## src/rtl/decoder_sel_seq_if.sv

```systemverilog
// Select-sequencer bundle: control inputs, raw button, decoder select and wrap outputs.
interface decoder_sel_seq_if;
    logic en;
    logic mode;
    logic dir;
    logic step_btn;
    logic a;
    logic b;
    logic wrap;

    modport master (
        output en, mode, dir, step_btn,
        input  a, b, wrap
    );

    modport slave (
        input  en, mode, dir, step_btn,
        output a, b, wrap
    );
endinterface

```

## src/rtl/decoder_sel_seq.sv

```systemverilog
// 2-bit select sequencer for a 2-to-4 decoder: auto (prescaled) or manual
// (debounced button) stepping, up/down, with a one-cycle wrap pulse.
module decoder_sel_seq #(
    parameter int unsigned DIV     = 50000,
    parameter int unsigned DEB_CYC = 16,
    parameter int unsigned CNT_W   = 16
) (
    input logic               clk,
    input logic               rst_n,
    decoder_sel_seq_if.slave  bus
);

    localparam logic [CNT_W-1:0] PRE_MAX = CNT_W'(DIV - 1);
    localparam logic [CNT_W-1:0] DEB_MAX = CNT_W'(DEB_CYC - 1);

    typedef enum logic [1:0] {
        IDLE   = 2'd0,
        ARM_HI = 2'd1,
        HELD   = 2'd2,
        ARM_LO = 2'd3
    } deb_state_t;

    logic             r_s1;
    logic             r_s2;
    deb_state_t       r_state;
    logic [CNT_W-1:0] r_cnt;
    logic [CNT_W-1:0] r_pre;
    logic [1:0]       r_sel;
    logic             r_wrap;

    deb_state_t       w_state_nxt;
    logic [CNT_W-1:0] w_cnt_nxt;
    logic             w_press;
    logic             w_active;
    logic             w_auto;
    logic             w_step;
    logic [1:0]       w_sel_nxt;
    logic             w_wrap_nxt;

    // Debounce next-state; press is combinational so the step lands on the accepting edge.
    always_comb begin
        w_state_nxt = r_state;
        w_cnt_nxt   = r_cnt;
        w_press     = 1'b0;
        case (r_state)
            IDLE: begin
                if (r_s2) begin
                    w_state_nxt = ARM_HI;
                    w_cnt_nxt   = '0;
                end
            end
            ARM_HI: begin
                if (!r_s2) begin
                    w_state_nxt = IDLE;
                end else if (r_cnt == DEB_MAX) begin
                    w_state_nxt = HELD;
                    w_press     = 1'b1;
                end else begin
                    w_cnt_nxt = r_cnt + CNT_W'(1);
                end
            end
            HELD: begin
                if (!r_s2) begin
                    w_state_nxt = ARM_LO;
                    w_cnt_nxt   = '0;
                end
            end
            ARM_LO: begin
                if (r_s2) begin
                    w_state_nxt = HELD;
                end else if (r_cnt == DEB_MAX) begin
                    w_state_nxt = IDLE;
                end else begin
                    w_cnt_nxt = r_cnt + CNT_W'(1);
                end
            end
            default: begin
                w_state_nxt = IDLE;
                w_cnt_nxt   = '0;
            end
        endcase
    end

    // Step selection and select arithmetic.
    assign w_active   = bus.en && !bus.mode;
    assign w_auto     = w_active && (r_pre == PRE_MAX);
    assign w_step     = w_auto || (bus.en && bus.mode && w_press);
    assign w_sel_nxt  = bus.dir ? (r_sel - 2'd1) : (r_sel + 2'd1);
    assign w_wrap_nxt = w_step && (bus.dir ? (r_sel == 2'd0) : (r_sel == 2'd3));

    always_ff @(posedge clk) begin
        if (!rst_n) begin
            r_s1    <= 1'b0;
            r_s2    <= 1'b0;
            r_state <= IDLE;
            r_cnt   <= '0;
            r_pre   <= '0;
            r_sel   <= 2'b00;
            r_wrap  <= 1'b0;
        end else begin
            r_s1    <= bus.step_btn;
            r_s2    <= r_s1;
            r_state <= w_state_nxt;
            r_cnt   <= w_cnt_nxt;
            if (!w_active || w_auto) begin
                r_pre <= '0;
            end else begin
                r_pre <= r_pre + CNT_W'(1);
            end
            if (w_step) begin
                r_sel <= w_sel_nxt;
            end
            r_wrap  <= w_wrap_nxt;
        end
    end

    assign bus.a    = r_sel[1];
    assign bus.b    = r_sel[0];
    assign bus.wrap = r_wrap;

endmodule

```

## src/flat_wrapper.sv

```systemverilog
// flat-port wrapper written by rule: the top's interface ports become plain ports
module decoder_sel_seq_flat 
#(
    parameter int unsigned DIV     = 50000,
    parameter int unsigned DEB_CYC = 16,
    parameter int unsigned CNT_W   = 16
)
  (clk, rst_n, bus_en, bus_mode, bus_dir, bus_step_btn, bus_a, bus_b, bus_wrap);
  decoder_sel_seq_if bus_i ();
  input logic clk;
  input logic rst_n;
  input wire logic [$bits(bus_i.en)-1:0] bus_en;
  input wire logic [$bits(bus_i.mode)-1:0] bus_mode;
  input wire logic [$bits(bus_i.dir)-1:0] bus_dir;
  input wire logic [$bits(bus_i.step_btn)-1:0] bus_step_btn;
  output wire logic [$bits(bus_i.a)-1:0] bus_a;
  output wire logic [$bits(bus_i.b)-1:0] bus_b;
  output wire logic [$bits(bus_i.wrap)-1:0] bus_wrap;
  assign bus_i.en = bus_en;
  assign bus_i.mode = bus_mode;
  assign bus_i.dir = bus_dir;
  assign bus_i.step_btn = bus_step_btn;
  assign bus_a = bus_i.a;
  assign bus_b = bus_i.b;
  assign bus_wrap = bus_i.wrap;
  decoder_sel_seq #(.DIV(DIV), .DEB_CYC(DEB_CYC), .CNT_W(CNT_W)) u_core (.clk(clk), .rst_n(rst_n), .bus(bus_i));
endmodule
```

## config.mk

```make
export PLATFORM = sky130hd
export DESIGN_NAME = decoder_sel_seq_flat
export DESIGN_NICKNAME = d
export VERILOG_FILES = /design/src/rtl/decoder_sel_seq_if.sv /design/src/rtl/decoder_sel_seq.sv /design/src/flat_wrapper.sv
export SDC_FILE = /design/constraint.sdc
export NUM_CORES = 1
export LEC_CHECK = 0
export ABC_AREA = 0
export BUFFER_PORTS_ARGS = -buffer_cell sky130_fd_sc_hd__buf_2
export CAP_MARGIN = 20
export CORE_MARGIN = 2
export CORE_UTILIZATION = 50
export DETAILED_ROUTE_END_ITERATION = 8
export GPL_TIMING_DRIVEN = 0
export PLACE_DENSITY = 0.76
export RECOVER_POWER = 100
export SLEW_MARGIN = 10
export SYNTH_ARGS = -nofsm -noshare
export SYNTH_HDL_FRONTEND = slang
export SYNTH_SLANG_ARGS = --single-unit
```

## constraint.sdc

```tcl
create_clock -name clk -period 2.02 [get_ports clk]
set_input_delay 0.404 -clock clk [delete_from_list [all_inputs] [get_ports clk]]
set_output_delay 0.404 -clock clk [all_outputs]
set_load 0.05 [all_outputs]
```

# After elaboration in Yosys (flattened, before gate mapping)
# Cells that the tools add are included.
[classes]
n_eq_ne = 12
n_bitwise = 1
n_reduce_logical = 14
addsub = 4
mux = 18
[ops]
columns = ["operator", "count"]
rows = [
  ["16-bit 2-to-1 mux", 5],
  ["16-bit case mux with 4 select lines", 1],
  ["16-bit by 1-bit adder with 16-bit output, second input constant", 2],
  ["16-bit == test, second input constant", 1],
  ["16-bit by 4-bit == test with 1-bit output, second input constant", 1],
  ["2-bit 2-to-1 mux", 7],
  ["2-bit case mux with 4 select lines", 1],
  ["4-bit AND reduction", 2],
  ["2-bit == test, second input constant", 3],
  ["1-bit logical AND", 5],
  ["2-bit zero test", 2],
  ["1-bit 2-to-1 mux", 4],
  ["2-bit by 1-bit != test with 1-bit output, second input constant", 2],
  ["2-bit != test, second input constant", 2],
  ["3-bit by 1-bit != test with 1-bit output, second input constant", 1],
  ["3-bit != test, second input constant", 1],
  ["2-bit by 1-bit adder with 2-bit output, second input constant", 1],
  ["2-bit by 1-bit == test with 1-bit output, second input constant", 1],
  ["1-bit zero test", 2],
  ["1-bit logical OR", 2],
  ["2-bit OR reduction", 1],
  ["2-bit by 1-bit subtractor with 2-bit output, second input constant", 1],
  ["1-bit inverter", 1],
]
[totals]
ff_bits = 39
input_bits = 6
word_cells = 56
output_inout_bits = 3

# Logic depth before layout (Yosys ltp)
[logic_depth]
depth_word = 7
ltp_mapped = 6

# Worst setup path after synthesis
# No wires, ideal clock.
[synth_path]
path_kind = "reg2reg"
startpoint = "register with a tool-made name"
endpoint = "register u_core.r_cnt[15]"
path_buffers = 1
path_slack_ns = 0.223
arrival_ns = 1.726
setup_time_ns = 0.071
required_time_ns = 1.949
stages_incl_launch_ff = 6
synth_period_minus_slack_ns = 1.797
cell_sequence = "dfxtp_1 > xnor2_1 > or4_1 > buf_2 > or4_1 > a21oi_1"
[synth_rtl]
columns = ["item", "line", "rtl"]
rows = [
  ["end signal, assigned", "decoder_sel_seq.sv:104", "r_cnt <= w_cnt_nxt;"],
  ["end, declared", "decoder_sel_seq.sv:26", "logic [CNT_W-1:0] r_cnt;"],
]

==> results.rst <==
.. list-table::
   :header-rows: 1

   * - Metric
     - Value
   * - ANT nets after route
     - 0
   * - Worst IR Drop VDD
     - 0.5228 mV
   * - Detail Route met3 WL
     - 268 um
   * - Largest stage delay on the critical path
     - 520 ps
   * - Num Clock Sinks
     - 39
   * - Maximum clock frequency
     - 0.5259 GHz
   * - Number of flip-flops and latches in the synthesized netlist
     - 39
   * - Post-Syn Nets
     - 252
   * - Peak fanout along the critical path
     - 9
   * - Total core area
     - 0.003943 mm2
   * - Most used DFF post-synth
     - dfxtp_1
   * - Final Hold Vio Count
     - 0
   * - Largest net degree at the start of global routing
     - 16
   * - Cell chain of the critical path
     - xnor2_2, or4_1, clkbuf_4, or4_1, a21oi_1
   * - Critical path data required time
     - 2250 ps
   * - Number of nets at the end of the flow
     - 266
   * - Kind of cell adding the most delay to the critical path
     - simple AND/OR/NAND/NOR gates
   * - Wire length on met1
     - 1.992 mm
   * - DRT iter0 DRCs
     - 84
   * - Final Cell Area
     - 0.002233 mm2
   * - Worst hold-check slack
     - 309.9 ps
   * - Highest-count cells in the layout ignoring fill and taps
     - dfxtp_1, nand2_1, nor2_1
   * - Share of the cycle needed by the critical path after routing
     - 94.13%
   * - CTS hold repair buffers
     - 0
   * - Clock Skews
     - 5.546 ps
   * - Crit path arrival time
     - 2130 ps
   * - Remaining design rule violation count
     - 0
   * - Drt wl/cell
     - 13.63 um
   * - Status
     - complete, no violations
   * - Worst Setup Slack post-DPL
     - -0.4874 ps
   * - Worst path setup slack after routing
     - 118.7 ps
   * - Synth-to-layout area growth
     - 11.01%
   * - # Post-CTS Setup Buffers
     - 0
   * - Standard cell area after detailed placement
     - 0.002115 mm2
   * - Post-route total power
     - 1.452 mW
   * - Global-route congestion overflow total
     - 0
   * - Width of the chip
     - 67.44 um
   * - Number of clock buffers inserted by TritonCTS
     - 5
   * - Clock slew at the register clock pins of the worst setup and hold paths
     - 70 ps
   * - Vias per std cell
     - 5.942
   * - TritonCTS clock tree
     - done
   * - Lkg Pwr
     - 0.7001 nW
   * - Distinct cell type count of the synthesized netlist
     - 41
   * - Pins over their slew limit
     - 0
   * - Routed wire length on met2
     - 1.869 mm
   * - Number of global-route vias before repair
     - 1555
   * - Slew at the pin closest to its max-slew limit
     - 587.3 ps
   * - Setup tns final
     - 0 ps
   * - Area of the die
     - 0.004547 mm2
   * - Non-Filler Instances
     - 308
   * - Post-Syn Instances
     - 244
   * - Max transition margin
     - 61.01%
   * - H-tree Lvls
     - 2
   * - Final critical path time including I/O delays and setup
     - 1901 ps
   * - WL final
     - 4.198 mm
   * - Kind of start point of the critical path
     - flip-flop
   * - Number of maximum-capacitance violations
     - 0
   * - Power per cell area
     - 649.9 mW/mm2
   * - Buffers from clock root to sink, at most
     - 2
   * - Port Buffers
     - 8
   * - Initial Util
     - 51.03%
   * - Total global-route track usage
     - 20.70%
   * - Vias post-DR
     - 1830
   * - Count of final setup violators
     - 0
   * - Final standard cell utilization of the core
     - 56.65%
   * - Proportion of synthesized flip-flops having asynchronous set or reset
     - 0%
   * - Floorplan row count
     - 23
   * - Die height
     - 67.44 um
   * - Number of search-and-repair iterations in the first detailed-routing pass
     - 4
   * - Later-pin clock latency in the skew report
     - 300 ps
   * - Highest routed layer
     - met4
   * - Post-synth EDFFs
     - 0
   * - Final weighted congestion of routability-driven global placement
     - 0.9201
   * - Top-Level Pins
     - 9
   * - Buffers plus inverters on the worst setup path
     - 1
   * - Path type of the worst setup path
     - reg2reg
   * - Total standard cell area after synthesis
     - 0.002012 mm2
   * - Half-perimeter wire length after detailed placement
     - 3.015 mm
   * - Number of placed instances, taps included
     - 302
   * - Capturing element type of the critical path
     - flip-flop
   * - Class of the tightest hold or removal check
     - in2reg
   * - Mean post-synth cell area
     - 8.246 um2
   * - Master cell of the clock root buffer
     - clkbuf_8
   * - First-pass GRT wire length
     - 7.010 mm
   * - Yosys warns
     - 0
   * - Share of the yosys chip area belonging to registers
     - 38.81%
   * - Cell mode on critical path
     - or4_1
   * - Ant diodes
     - 0
   * - Ratio of cells with drive above 1 in the final layout
     - 8.527%
   * - Most common cell after layout, fill and taps aside
     - dfxtp_1
   * - Setup repair after global routing missed its margin
     - false
   * - Antenna violations before repair
     - 0
   * - Slowest CP cell
     - or4_1
==> cell usage after synthesis, types with 3 or more instances <==
master | number | share of area (%)
o21ai_1 | 5 | 1.2
or3_1 | 5 | 1.6
xnor2_1 | 8 | 3.5
or4_1 | 4 | 1.5
nand4_1 | 14 | 4.4
nand2b_1 | 5 | 1.6
nor4_1 | 4 | 1.2
and2_1 | 3 | 0.93
dfxtp_1 | 39 | 39
xor2_1 | 8 | 3.5
nand3_1 | 13 | 3.2
nor2_1 | 22 | 4.1
o22ai_1 | 4 | 1.2
nand2_1 | 28 | 5.2
clkbuf_1 | 8 | 1.5
o31ai_1 | 4 | 1.5
nor3_1 | 7 | 1.7
inv_1 | 4 | 0.75
and4_1 | 4 | 1.7
and3_1 | 7 | 2.2
mux2i_1 | 7 | 3.5
nor4bb_1 | 3 | 1.5
a21oi_1 | 12 | 3.0
==> metal layers <==
| layer | GRT usage, % | vias to the layer above |
|---|---|---|
| li1 | - | 934 |
| met1 | 28.96 | 841 |
| met2 | 28.71 | 49 |
| met3 | 6.333 | 6 |
| met4 | 10.20 | 0 |
| met5 | 0 | - |
==> worst reg2reg max path, cell delays in order (launching register included) <==
cell and delay (ps):
dfxtp_2 350, xnor2_2 160, or4_1 520, clkbuf_4 190, or4_1 470, a21oi_1 140
==> worst paths after layout <==
path / startpoint / end / slack [ps] / depth (start not counted)
worst max-delay path: flip-flop / u_core.r_cnt[15] / 120 / 5
worst min-delay path: bus_step_btn / u_core.r_s1 / 310 / 2
worst max register to register: flip-flop / u_core.r_cnt[15] / 120 / 5
worst min register to register: u_core.r_s1 / u_core.r_s2 / 440 / 1
==> sequential cells by signal (all words and copies together) (netlist names), named ones only <==
| signal | count |
|---|---|
| u_core.bus.wrap | 1 |
| u_core.r_s2 | 1 |
| u_core.r_state | 1 |
| u_core.r_cnt | 16 |
| u_core.r_pre | 16 |
| u_core.r_s1 | 1 |
| u_core.r_sel | 2 |
==> layout make-up <==
class                   instances  area [um2]
flip-flops and latches         39       784.5
multi-input cells             190        1189
clock inverters                 1       30.03
repair buffers                  8       36.28
clock buffers                   6       72.57
plain buffers                  10       43.79
well taps                      50       62.56
inverters                       4       15.01
fillers                       359        1709
==> power breakdown <==
part	internal (mW)	switching, mW	leakage [nW]
sequential	0.772	0.00329	0.316
clock	0.362	0.260	0.0513
combinational	0.0170	0.0375	0.333
==> repair_timing <==
item / in CTS / in global routing
setup endpoints to repair: 2 / 10
gates resized for setup: 0 / 9
cloned: 0 / 0
==> logic make-up (layout without fill, tap and decap cells) <==
group	count (synthesis)	after routing	share of synthesized area, %
and+or+nand+nor	129	129	35.20
DFF	39	39	38.81
AOI/OAI and AO/OA	36	36	11.38
xor gates and xnor gates	16	16	6.965
buffers and inverters	15	29	2.923
muxes	7	7	3.483
adders and majority gates	2	2	1.244
(Power assumes the default switching activity.)
